<file path="src/rtl/stopwatch_lap.sv">
// Up/down min:sec:centi stopwatch with preload, countdown expiry and a lap-capture FIFO.
// Optional STOPWATCH_BCD_OUT_EN presents timer and lap_data fields as packed BCD.
module stopwatch_lap #(
   parameter int TICK_DIV  = 250000,
   parameter int MIN_MAX   = 59,
   parameter int LAP_DEPTH = 4
) (
   input  logic                         clk,
   input  logic                         resetn,
   input  logic [1:0]                   cmd,
   input  logic                         dir,
   input  logic                         load,
   input  logic [23:0]                  load_val,
   output logic [23:0]                  timer,
   output logic                         running,
   output logic                         expired,
   output logic [23:0]                  lap_data,
   output logic                         lap_valid,
   input  logic                         lap_rd,
   output logic [$clog2(LAP_DEPTH):0]   lap_count,
   output logic                         lap_ovf
);

   localparam int TW = $clog2(TICK_DIV);
   localparam int AW = $clog2(LAP_DEPTH);
   localparam int CW = AW + 1;
   localparam logic [7:0] MIN_LIM = 8'(MIN_MAX);

   logic [TW-1:0] tick_q, tick_d;
   logic [7:0]    min_q, min_d, sec_q, sec_d, cen_q, cen_d;
   logic          expired_q, expired_d;
   logic [1:0]    prev_cmd_q;
   logic [23:0]   mem_q [LAP_DEPTH];
   logic [AW-1:0] wr_q, rd_q;
   logic [CW-1:0] cnt_q;
   logic          ovf_q;

   logic clear, run_cmd, zero, terminal, lap_edge, pop, full, push;
   logic [23:0] timer_bin;

   function automatic logic [7:0] fld(input logic [7:0] v);
`ifdef STOPWATCH_BCD_OUT_EN
      return ((v / 8'd10) << 4) | (v % 8'd10);
`else
      return v;
`endif
   endfunction

   assign timer_bin = {min_q, sec_q, cen_q};
   assign clear     = (cmd == 2'd2);
   assign run_cmd   = (cmd == 2'd1) || (cmd == 2'd3);
   assign zero      = (timer_bin == 24'd0);
   assign running   = run_cmd && !(dir && zero);
   assign terminal  = (tick_q == TW'(TICK_DIV - 1));

   always_comb begin
      tick_d    = tick_q;
      min_d     = min_q;
      sec_d     = sec_q;
      cen_d     = cen_q;
      expired_d = expired_q;
      if (clear) begin
         tick_d    = '0;
         min_d     = 8'd0;
         sec_d     = 8'd0;
         cen_d     = 8'd0;
         expired_d = 1'b0;
      end else if (load) begin
         tick_d    = '0;
         min_d     = (load_val[23:16] > MIN_LIM) ? MIN_LIM : load_val[23:16];
         sec_d     = (load_val[15:8]  > 8'd59)   ? 8'd59   : load_val[15:8];
         cen_d     = (load_val[7:0]   > 8'd99)   ? 8'd99   : load_val[7:0];
         expired_d = 1'b0;
      end else if (running) begin
         if (!terminal) begin
            tick_d = tick_q + TW'(1);
         end else begin
            tick_d = '0;
            if (!dir) begin
               if (cen_q != 8'd99) begin
                  cen_d = cen_q + 8'd1;
               end else begin
                  cen_d = 8'd0;
                  if (sec_q != 8'd59) begin
                     sec_d = sec_q + 8'd1;
                  end else begin
                     sec_d = 8'd0;
                     min_d = (min_q == MIN_LIM) ? 8'd0 : min_q + 8'd1;
                  end
               end
            end else begin
               // running guarantees a nonzero timer here, so borrows never underflow
               if (cen_q != 8'd0) begin
                  cen_d = cen_q - 8'd1;
               end else begin
                  cen_d = 8'd99;
                  if (sec_q != 8'd0) begin
                     sec_d = sec_q - 8'd1;
                  end else begin
                     sec_d = 8'd59;
                     min_d = min_q - 8'd1;
                  end
               end
               if (timer_bin == 24'd1) expired_d = 1'b1;
            end
         end
      end
   end

   always_ff @(posedge clk or negedge resetn) begin
      if (!resetn) begin
         tick_q    <= '0;
         min_q     <= 8'd0;
         sec_q     <= 8'd0;
         cen_q     <= 8'd0;
         expired_q <= 1'b0;
      end else begin
         tick_q    <= tick_d;
         min_q     <= min_d;
         sec_q     <= sec_d;
         cen_q     <= cen_d;
         expired_q <= expired_d;
      end
   end

   // Lap FIFO: lap_valid means the head on lap_data is real; lap_rd pops only while lap_valid.
   assign lap_edge = (cmd == 2'd3) && (prev_cmd_q != 2'd3);
   assign pop      = lap_rd && (cnt_q != '0);
   assign full     = (cnt_q == CW'(LAP_DEPTH));
   assign push     = lap_edge && (!full || pop);

   always_ff @(posedge clk or negedge resetn) begin
      if (!resetn) begin
         prev_cmd_q <= 2'd0;
         wr_q       <= '0;
         rd_q       <= '0;
         cnt_q      <= '0;
         ovf_q      <= 1'b0;
         for (int i = 0; i < LAP_DEPTH; i++) mem_q[i] <= 24'd0;
      end else begin
         prev_cmd_q <= cmd;
         if (clear) begin
            wr_q  <= '0;
            rd_q  <= '0;
            cnt_q <= '0;
            ovf_q <= 1'b0;
         end else begin
            if (push) begin
               mem_q[wr_q] <= timer_bin;
               wr_q        <= wr_q + AW'(1);
            end
            if (pop) rd_q <= rd_q + AW'(1);
            cnt_q <= cnt_q + CW'(push) - CW'(pop);
            if (lap_edge && full && !pop) ovf_q <= 1'b1;
         end
      end
   end

   assign timer     = {fld(min_q), fld(sec_q), fld(cen_q)};
   assign lap_data  = {fld(mem_q[rd_q][23:16]), fld(mem_q[rd_q][15:8]), fld(mem_q[rd_q][7:0])};
   assign lap_valid = (cnt_q != '0);
   assign lap_count = cnt_q;
   assign expired   = expired_q;
   assign lap_ovf   = ovf_q;

endmodule

</file>
<file path="config.mk">
export PLATFORM = sky130hd
export DESIGN_NAME = stopwatch_lap
export DESIGN_NICKNAME = d
export VERILOG_FILES = /design/src/rtl/stopwatch_lap.sv
export SDC_FILE = /design/constraint.sdc
export NUM_CORES = 1
export LEC_CHECK = 0
export ABC_AREA = 1
export CORE_UTILIZATION = 50
export CTS_CLUSTER_SIZE = 20
export DETAILED_ROUTE_END_ITERATION = 8
export GPL_ROUTABILITY_DRIVEN = 1
export GPL_TIMING_DRIVEN = 0
export MAX_ROUTING_LAYER = met4
export PLACE_DENSITY = 0.71
export SLEW_MARGIN = 20
export SYNTH_ARGS = -nofsm -noshare
export SYNTH_HDL_FRONTEND = slang
export SYNTH_SLANG_ARGS = --single-unit
</file>
<file path="constraint.sdc">
create_clock -name clk -period 6.1 [get_ports clk]
set_input_delay 1.525 -clock clk [delete_from_list [all_inputs] [get_ports clk]]
set_output_delay 1.525 -clock clk [all_outputs]
set_load 0.1 [all_outputs]
</file>
==> flow_metrics.py, run 1 <==
metrics = {
    "status": {
        "status": "complete, no violations",
    },
    "die": {
        "core_sq_mm": 0.01724,
        "die-area_sq_mm": 0.01811,
        "fp.dieW_microns": 134.6,
        "row_count": 48,
        "ios": 86,
        "fp.dieH_microns": 134.6,
        "start_util_pct": 50.99,
    },
    "worst_setup_path": {
        "cp.required_ns": 4.58,
        "worstReg2RegStart": "cen_q[0]",
        "ff2ff_setup_slack_ns": 3.41,
        "reg2reg_depth": 12,
        "rr_endpoint": "sec_q[3]",
        "crit_arrival_ns": 4.15,
        "end_kind": "output pin",
        "cp_max_fo": 10,
        "critPathLaunchType": "primary input",
        "worst-setup-path-type": "primary input to output pin",
    },
    "flow_run": {
        "cap_viol_max_count": 0,
    },
    "clocking": {
        "post-cts-setup-buffers": 0,
        "clk_latency_ns": 0.43,
        "cts-root-buf": "clkbuf_16",
        "ctsHoldBuffers": 0,
        "cts_tree": "yes",
        "cts.clk_slew.worst_paths_ns": 0.06,
        "h-tree-depth": 4,
        "cts_buffers": 17,
        "cts_num_sinks": 149,
        "clockBufferDepth": 2,
        "post_cts_resized": 0,
    },
    "timing": {
        "post-route-min-period_ns": 5.675,
        "worst_slew_pin_slew_ns": 1.000,
        "grt_setup_unrepaired": "no",
        "skew_ns": 0.01276,
        "timing.final.ws_setup_ns": 0.4247,
        "max_freq_mhz": 176.2,
        "whs_ns": 0.4842,
        "period_share_pct": 93.04,
        "drv_slew": 0,
        "setup_viol": 0,
        "hold_viol": 0,
        "max-slew-margin-rel_pct": 33.10,
    },
    "logic_synthesis": {
        "synth_area_sq_mm": 0.008790,
        "ys_warn_count": 0,
        "synth_fp_nets": 1214,
        "netlist_instances": 1166,
        "ys_ff_latch": 149,
        "syn_area_per_cell_sq_um": 7.538,
        "ys_types": 39,
        "seq_area_frac_synth_pct": 42.42,
    },
    "pwr": {
        "p_leak_nw": 4.628,
        "power.density_mw_per_mm2": 576.2,
        "vdd_ir_drop_max_mv": 0.5783,
        "p_total_mw": 6.054,
    },
    "placed_design": {
        "routabilityCongestion": 0.9202,
        "dp_hpwl_microns": 18450,
        "dp_slack_ns": 0.4086,
        "numPortBuffers": 85,
    },
    "grt": {
        "grt_pass1_wl_microns": 41700,
        "grt_overflow": 0,
        "grt_max_degree": 89,
        "track_usage_pct": 30.81,
        "antenna_found_initial": 0,
        "grt_pass1_vias": 8002,
    },
    "layout": {
        "fin_nets": 1319,
        "layout-drive-gt1-share_pct": 7.165,
        "fill_cells": 1586,
        "areaGrowthSynthToFinish_pct": 19.53,
        "antennaDiodeCount": 0,
    },
    "drt": {
        "antenna_left": 0,
        "wl_per_cell_microns": 17.10,
        "vias": 8385,
        "drc": 0,
        "drt_iter0_markers": 724,
        "vias_per_cell": 5.557,
        "drt_first_pass_iters": 5,
        "routed_wl_microns": 25810,
    },
    "min_path": {
        "min_from": "mem_q[65]",
        "holdPathStages": 1,
        "holdPathEnd": "mem_q[65]",
        "hp-class": "flip-flop to flip-flop",
    },
}
flip-flops by register name, indices dropped and copies added (netlist names):
register / flops
mem_q: 96
tick_q: 18
cen_q: 8
min_q: 8
sec_q: 8
lap_count: 3
prev_cmd_q: 2
rd_q: 2
wr_q: 2
expired: 1
lap_ovf: 1
Yosys cell counts:
cell type,number,share of area (%)
ha_1,16,2.3
nand4_1,17,1.2
nand2_2,4,0.28
inv_1,73,3.1
nor3b_1,1,0.085
nor3_1,12,0.68
buf_4,5,0.43
nor2_1,166,7.1
a22o_1,1,0.10
o21ai_2,5,0.50
o21a_1,93,7.9
nor2_2,6,0.43
fa_1,1,0.23
a21oi_2,1,0.10
dfrtp_1,149,42
a31oi_1,1,0.071
buf_6,7,0.90
or2_2,1,0.071
nand3b_1,1,0.085
inv_2,6,0.26
xor2_1,20,2.0
o21ai_1,2,0.11
buf_1,1,0.043
o22ai_1,24,1.7
clkinv_1,1,0.043
xnor2_1,2,0.20
o21bai_1,1,0.085
buf_2,16,0.91
o21ai_0,90,5.1
nand2_4,1,0.13
nand3_1,87,5.0
nand3_2,3,0.34
nand2_1,289,12
nor2_4,4,0.51
clkbuf_1,28,1.2
o21ai_4,1,0.19
a21oi_1,27,1.5
nand4_2,1,0.14
a211oi_1,2,0.17
where the power goes:
| group | leakage, nW | internal, mW | total, mW | switching (mW) |
|---|---|---|---|---|
| clock | 0.272 | 0.573 | 1.00 | 0.431 |
| sequential | 1.82 | 1.37 | 1.62 | 0.251 |
| combinational | 2.54 | 0.911 | 3.43 | 2.52 |
stage by stage:
step                      TNS, ns  instance area [sq um]  utilization (%)  std cells
after floorplan                 0                   8790                -       1166
after global placement    -419.25                   9922            57.56       1476
after detailed placement        0                   9955            57.75       1477
after CTS                       0                  10510            60.95       1509
after global routing            0                  10510            60.95       1509
final                           0                  10510            60.95       1509
cells by family after synthesis:
family	count (synthesis)	share of synthesized area, %
xor gates and xnor gates	22	2.192
and+or+nand+nor	593	28.36
buffers and inverters	137	6.890
AOI/OAI and AO/OA	248	17.64
adders and majority gates	17	2.505
DFF	149	42.42
cells in the final DEF, fill, tap and decap left out, types with 2 or more instances in the layout:
master / count
o21ai_1: 2
clkinv_4: 3
buf_4: 5
nor2_1: 166
xor2_1: 20
inv_1: 73
buf_6: 7
nor2_2: 6
clkbuf_16: 17
nand3_2: 3
ha_1: 16
nand2_2: 4
nand2_1: 289
dfrtp_1: 149
inv_6: 2
o21ai_0: 90
o21a_1: 93
a21oi_1: 27
buf_2: 16
o21ai_2: 5
inv_2: 6
clkdlybuf4s50_1: 84
nand3_1: 87
xnor2_1: 2
o22ai_1: 24
nor3_1: 12
nor2_4: 4
a211oi_1: 2
nand4_1: 17
clkbuf_1: 31
clkinv_2: 4
final cells by class:
cell class	instances	area [sq um]	area share, %
clock inverter	11	101.3	0.9646
buffer	57	305.3	2.906
timing repair buffer	86	883.3	8.408
inverter	80	300.3	2.858
sequential	149	3729	35.49
tap	225	281.5	2.680
clock buffer	21	450.4	4.287
multi-input combinational	880	4456	42.41
layer usage:
layer  part of all wire [%]  global-route usage, %  wire length [microns]
met4                    2.2                  10.42                    569
met2                     48                  48.53                  12290
met5                      0                      -                      0
met1                     44                  40.81                  11470
met3                    5.7                  4.617                   1478
worst max path at each step:
stage | start | endpoint | slack (ns) | depth (start not counted)
6_report | dir | running | 0.42 | 6
5_1_grt | dir | running | 0.33 | 6
4_1_cts | dir | running | 0.43 | 6
3_5_place_dp | dir | running | 0.41 | 6
3_3_place_gp | resetn | cen_q[4] | -2.83 | 1
2_1_floorplan | min_q[0] | running | 1.95 | 7
critical path, stage by stage:
cell and delay (ns):
clkdlybuf4s50_1 0.50, clkbuf_1 0.46, nand3_2 0.23, o21ai_4 0.26, inv_1 0.17, clkdlybuf4s50_1 1.00
(Power assumes the default switching activity.)
==> run 2: changes to the inputs <==
--- a/config.mk
+++ b/config.mk
@@ -12,7 +12,7 @@
 export GPL_ROUTABILITY_DRIVEN = 1
 export GPL_TIMING_DRIVEN = 0
 export MAX_ROUTING_LAYER = met4
-export PLACE_DENSITY = 0.71
+export PLACE_DENSITY = 0.72
 export SLEW_MARGIN = 20
 export SYNTH_ARGS = -nofsm -noshare
 export SYNTH_HDL_FRONTEND = slang
==> flow_metrics.py, run 2 (synthesis results as in run 1) <==
metrics = {
    "status": {
        "status": "complete, no violations",
    },
    "grt": {
        "grt_pass1_vias": 7809,
        "grt_pass1_wl_microns": 41010,
        "antenna_found_initial": 0,
        "use_met2_pct": 47.87,
        "grt_max_degree": 88,
        "use_met1_pct": 40.62,
        "grt_overflow": 0,
        "grtUsageMet3_pct": 4.017,
        "busiest_layer": "met2",
        "track_usage_pct": 30.53,
    },
    "layout": {
        "layout-drive-gt1-share_pct": 7.321,
        "fin_nets": 1319,
        "final_cell_mix": "289 x nand2_1, 166 x nor2_1, 149 x dfrtp_1",
        "areaGrowthSynthToFinish_pct": 19.96,
        "largest_reg_flops": 96,
        "antennaDiodeCount": 0,
        "final_common_cell": "nand2_1",
        "multi_input_area_sq_mm": 0.004456,
        "top_register": "mem_q",
        "largestRegisters": "mem_q x96, tick_q x18",
        "fill_cells": 1564,
        "regArea_sq_mm": 0.003729,
        "fin_util_pct": 61.17,
    },
    "worst_setup_path": {
        "crit_arrival_ns": 4.22,
        "cp_common_cell": "clkdlybuf4s50_1",
        "cp.required_ns": 4.58,
        "max_stage_delay_ns": 1.01,
        "slowest_stage": "clkdlybuf4s50_1",
        "end_kind": "output pin",
        "cp_num_buf_inv": 4,
        "cp_max_fo": 10,
        "cp_top_family": "buffers and inverters",
        "critPathLaunchType": "primary input",
        "path_cells": "clkdlybuf4s50_1, clkbuf_1, nand3_2, o21ai_4, inv_1, clkdlybuf4s50_1",
        "worst-setup-path-type": "primary input to output pin",
    },
    "clocking": {
        "h-tree-depth": 4,
        "post_cts_resized": 0,
        "cts-root-buf": "clkbuf_16",
        "cts_buffers": 17,
        "cts_num_sinks": 149,
        "post-cts-setup-buffers": 0,
        "clockBufferDepth": 2,
        "cts.clk_slew.worst_paths_ns": 0.07,
        "cts_tree": "yes",
        "clk_latency_ns": 0.43,
        "ctsHoldBuffers": 0,
    },
    "die": {
        "fp.dieH_microns": 134.6,
        "ios": 86,
        "row_count": 48,
        "core_sq_mm": 0.01724,
        "die-area_sq_mm": 0.01811,
        "fp.dieW_microns": 134.6,
        "start_util_pct": 50.99,
    },
    "timing": {
        "period_share_pct": 94.26,
        "worst_slew_pin_slew_ns": 0.9746,
        "skew_ns": 0.009080,
        "drv_slew": 0,
        "max_freq_mhz": 173.9,
        "max-slew-margin-rel_pct": 34.82,
        "post-route-min-period_ns": 5.750,
        "setup_viol": 0,
        "hold_viol": 0,
        "grt_setup_unrepaired": "no",
    },
    "min_path": {
        "hp-class": "flip-flop to flip-flop",
    },
    "placed_design": {
        "dp_hpwl_microns": 18570,
        "routabilityCongestion": 0.9592,
        "numPortBuffers": 85,
    },
    "pwr": {
        "p_leak_nw": 4.641,
        "switching_share_pct": 52.58,
        "switchingPower_mw": 3.216,
        "comb_power_share_pct": 56.1,
        "power.density_mw_per_mm2": 580.0,
        "p_total_mw": 6.116,
        "vdd_ir_drop_max_mv": 0.5969,
        "power_frac_seq_pct": 26.5,
        "power_frac_clock_pct": 17.4,
        "power.internal_mw": 2.900,
    },
    "drt": {
        "antenna_left": 0,
        "drc": 0,
        "routed_wl_microns": 25750,
        "vias": 8384,
        "drt_iter0_markers": 728,
        "wl_per_cell_microns": 17.07,
        "vias_per_cell": 5.556,
        "drt_first_pass_iters": 5,
    },
    "flow_run": {
        "cap_viol_max_count": 0,
    },
}
[run 2: changes by cell type in the layout (fill, tap and decap cells not counted), sizes merged]
| cell | before | now |
|---|---|---|
| clkbuf | 49 | 47 |
| clkinvlp | 1 | 2 |
| bufinv | 1 | 2 |
| inv | 81 | 84 |
| clkinv | 8 | 5 |
[run 2: path summary, 6_finish.rpt]
kind                            from         to  slack, ns  cells after the start
min                        mem_q[70]  mem_q[70]       0.49                      1
max in group asynchronous     resetn   sec_q[7]       4.25                      2
min in group asynchronous     resetn  mem_q[90]       1.04                      1
max                              dir    running       0.35                      6
min reg2reg                mem_q[70]  mem_q[70]       0.49                      1
max reg2reg                 cen_q[0]   min_q[6]       3.46                     12
[run 2: routing by layer]
layer  wire length, microns  share of wire (%)
met1                  11620                 45
met5                      0                  0
met4                    478                1.9
met2                  12190                 47
met3                   1455                5.6
[run 2: power groups by stage]
stage,combinational [mW],sequential (mW),clock [mW]
after floorplan,2.29,1.92,0
after global placement,3.39,1.62,0
after detailed placement,3.42,1.63,0
after CTS,3.43,1.61,1.08
after global routing,3.63,1.66,1.12
final,3.43,1.62,1.07
[run 2: layout make-up]
type / instances / area share [%]
Inverter: 80 / 2.848
Clock buffer: 19 / 4.201
Sequential cell: 149 / 35.36
Tap cell: 225 / 2.670
Multi-Input combinational cell: 880 / 42.26
Clock inverter: 13 / 1.388
Buffer: 57 / 2.895
Timing Repair Buffer: 86 / 8.378
[run 2: worst reg2reg max path: cells and delay by family (launching register included)]
kind	cells	cell delay, ns
flops	1	0.46
simple gates	8	1.19
buf+inv	3	0.64
fa+ha+maj	1	0.25
[run 2: metrics by stage]
step	hold WS, ns	TNS [ns]	cells	setup slack, ns	area (sq um)
detailed placement	0.4724	0	1477	0.3866	9955
CTS	0.4880	0	1509	0.3702	10540
floorplan	0.4585	0	1166	1.947	8790
global route	0.4921	0	1509	0.2787	10540
finish	0.4858	0	1509	0.3504	10540
global placement	0.4671	-398.08	1476	-2.689	9922
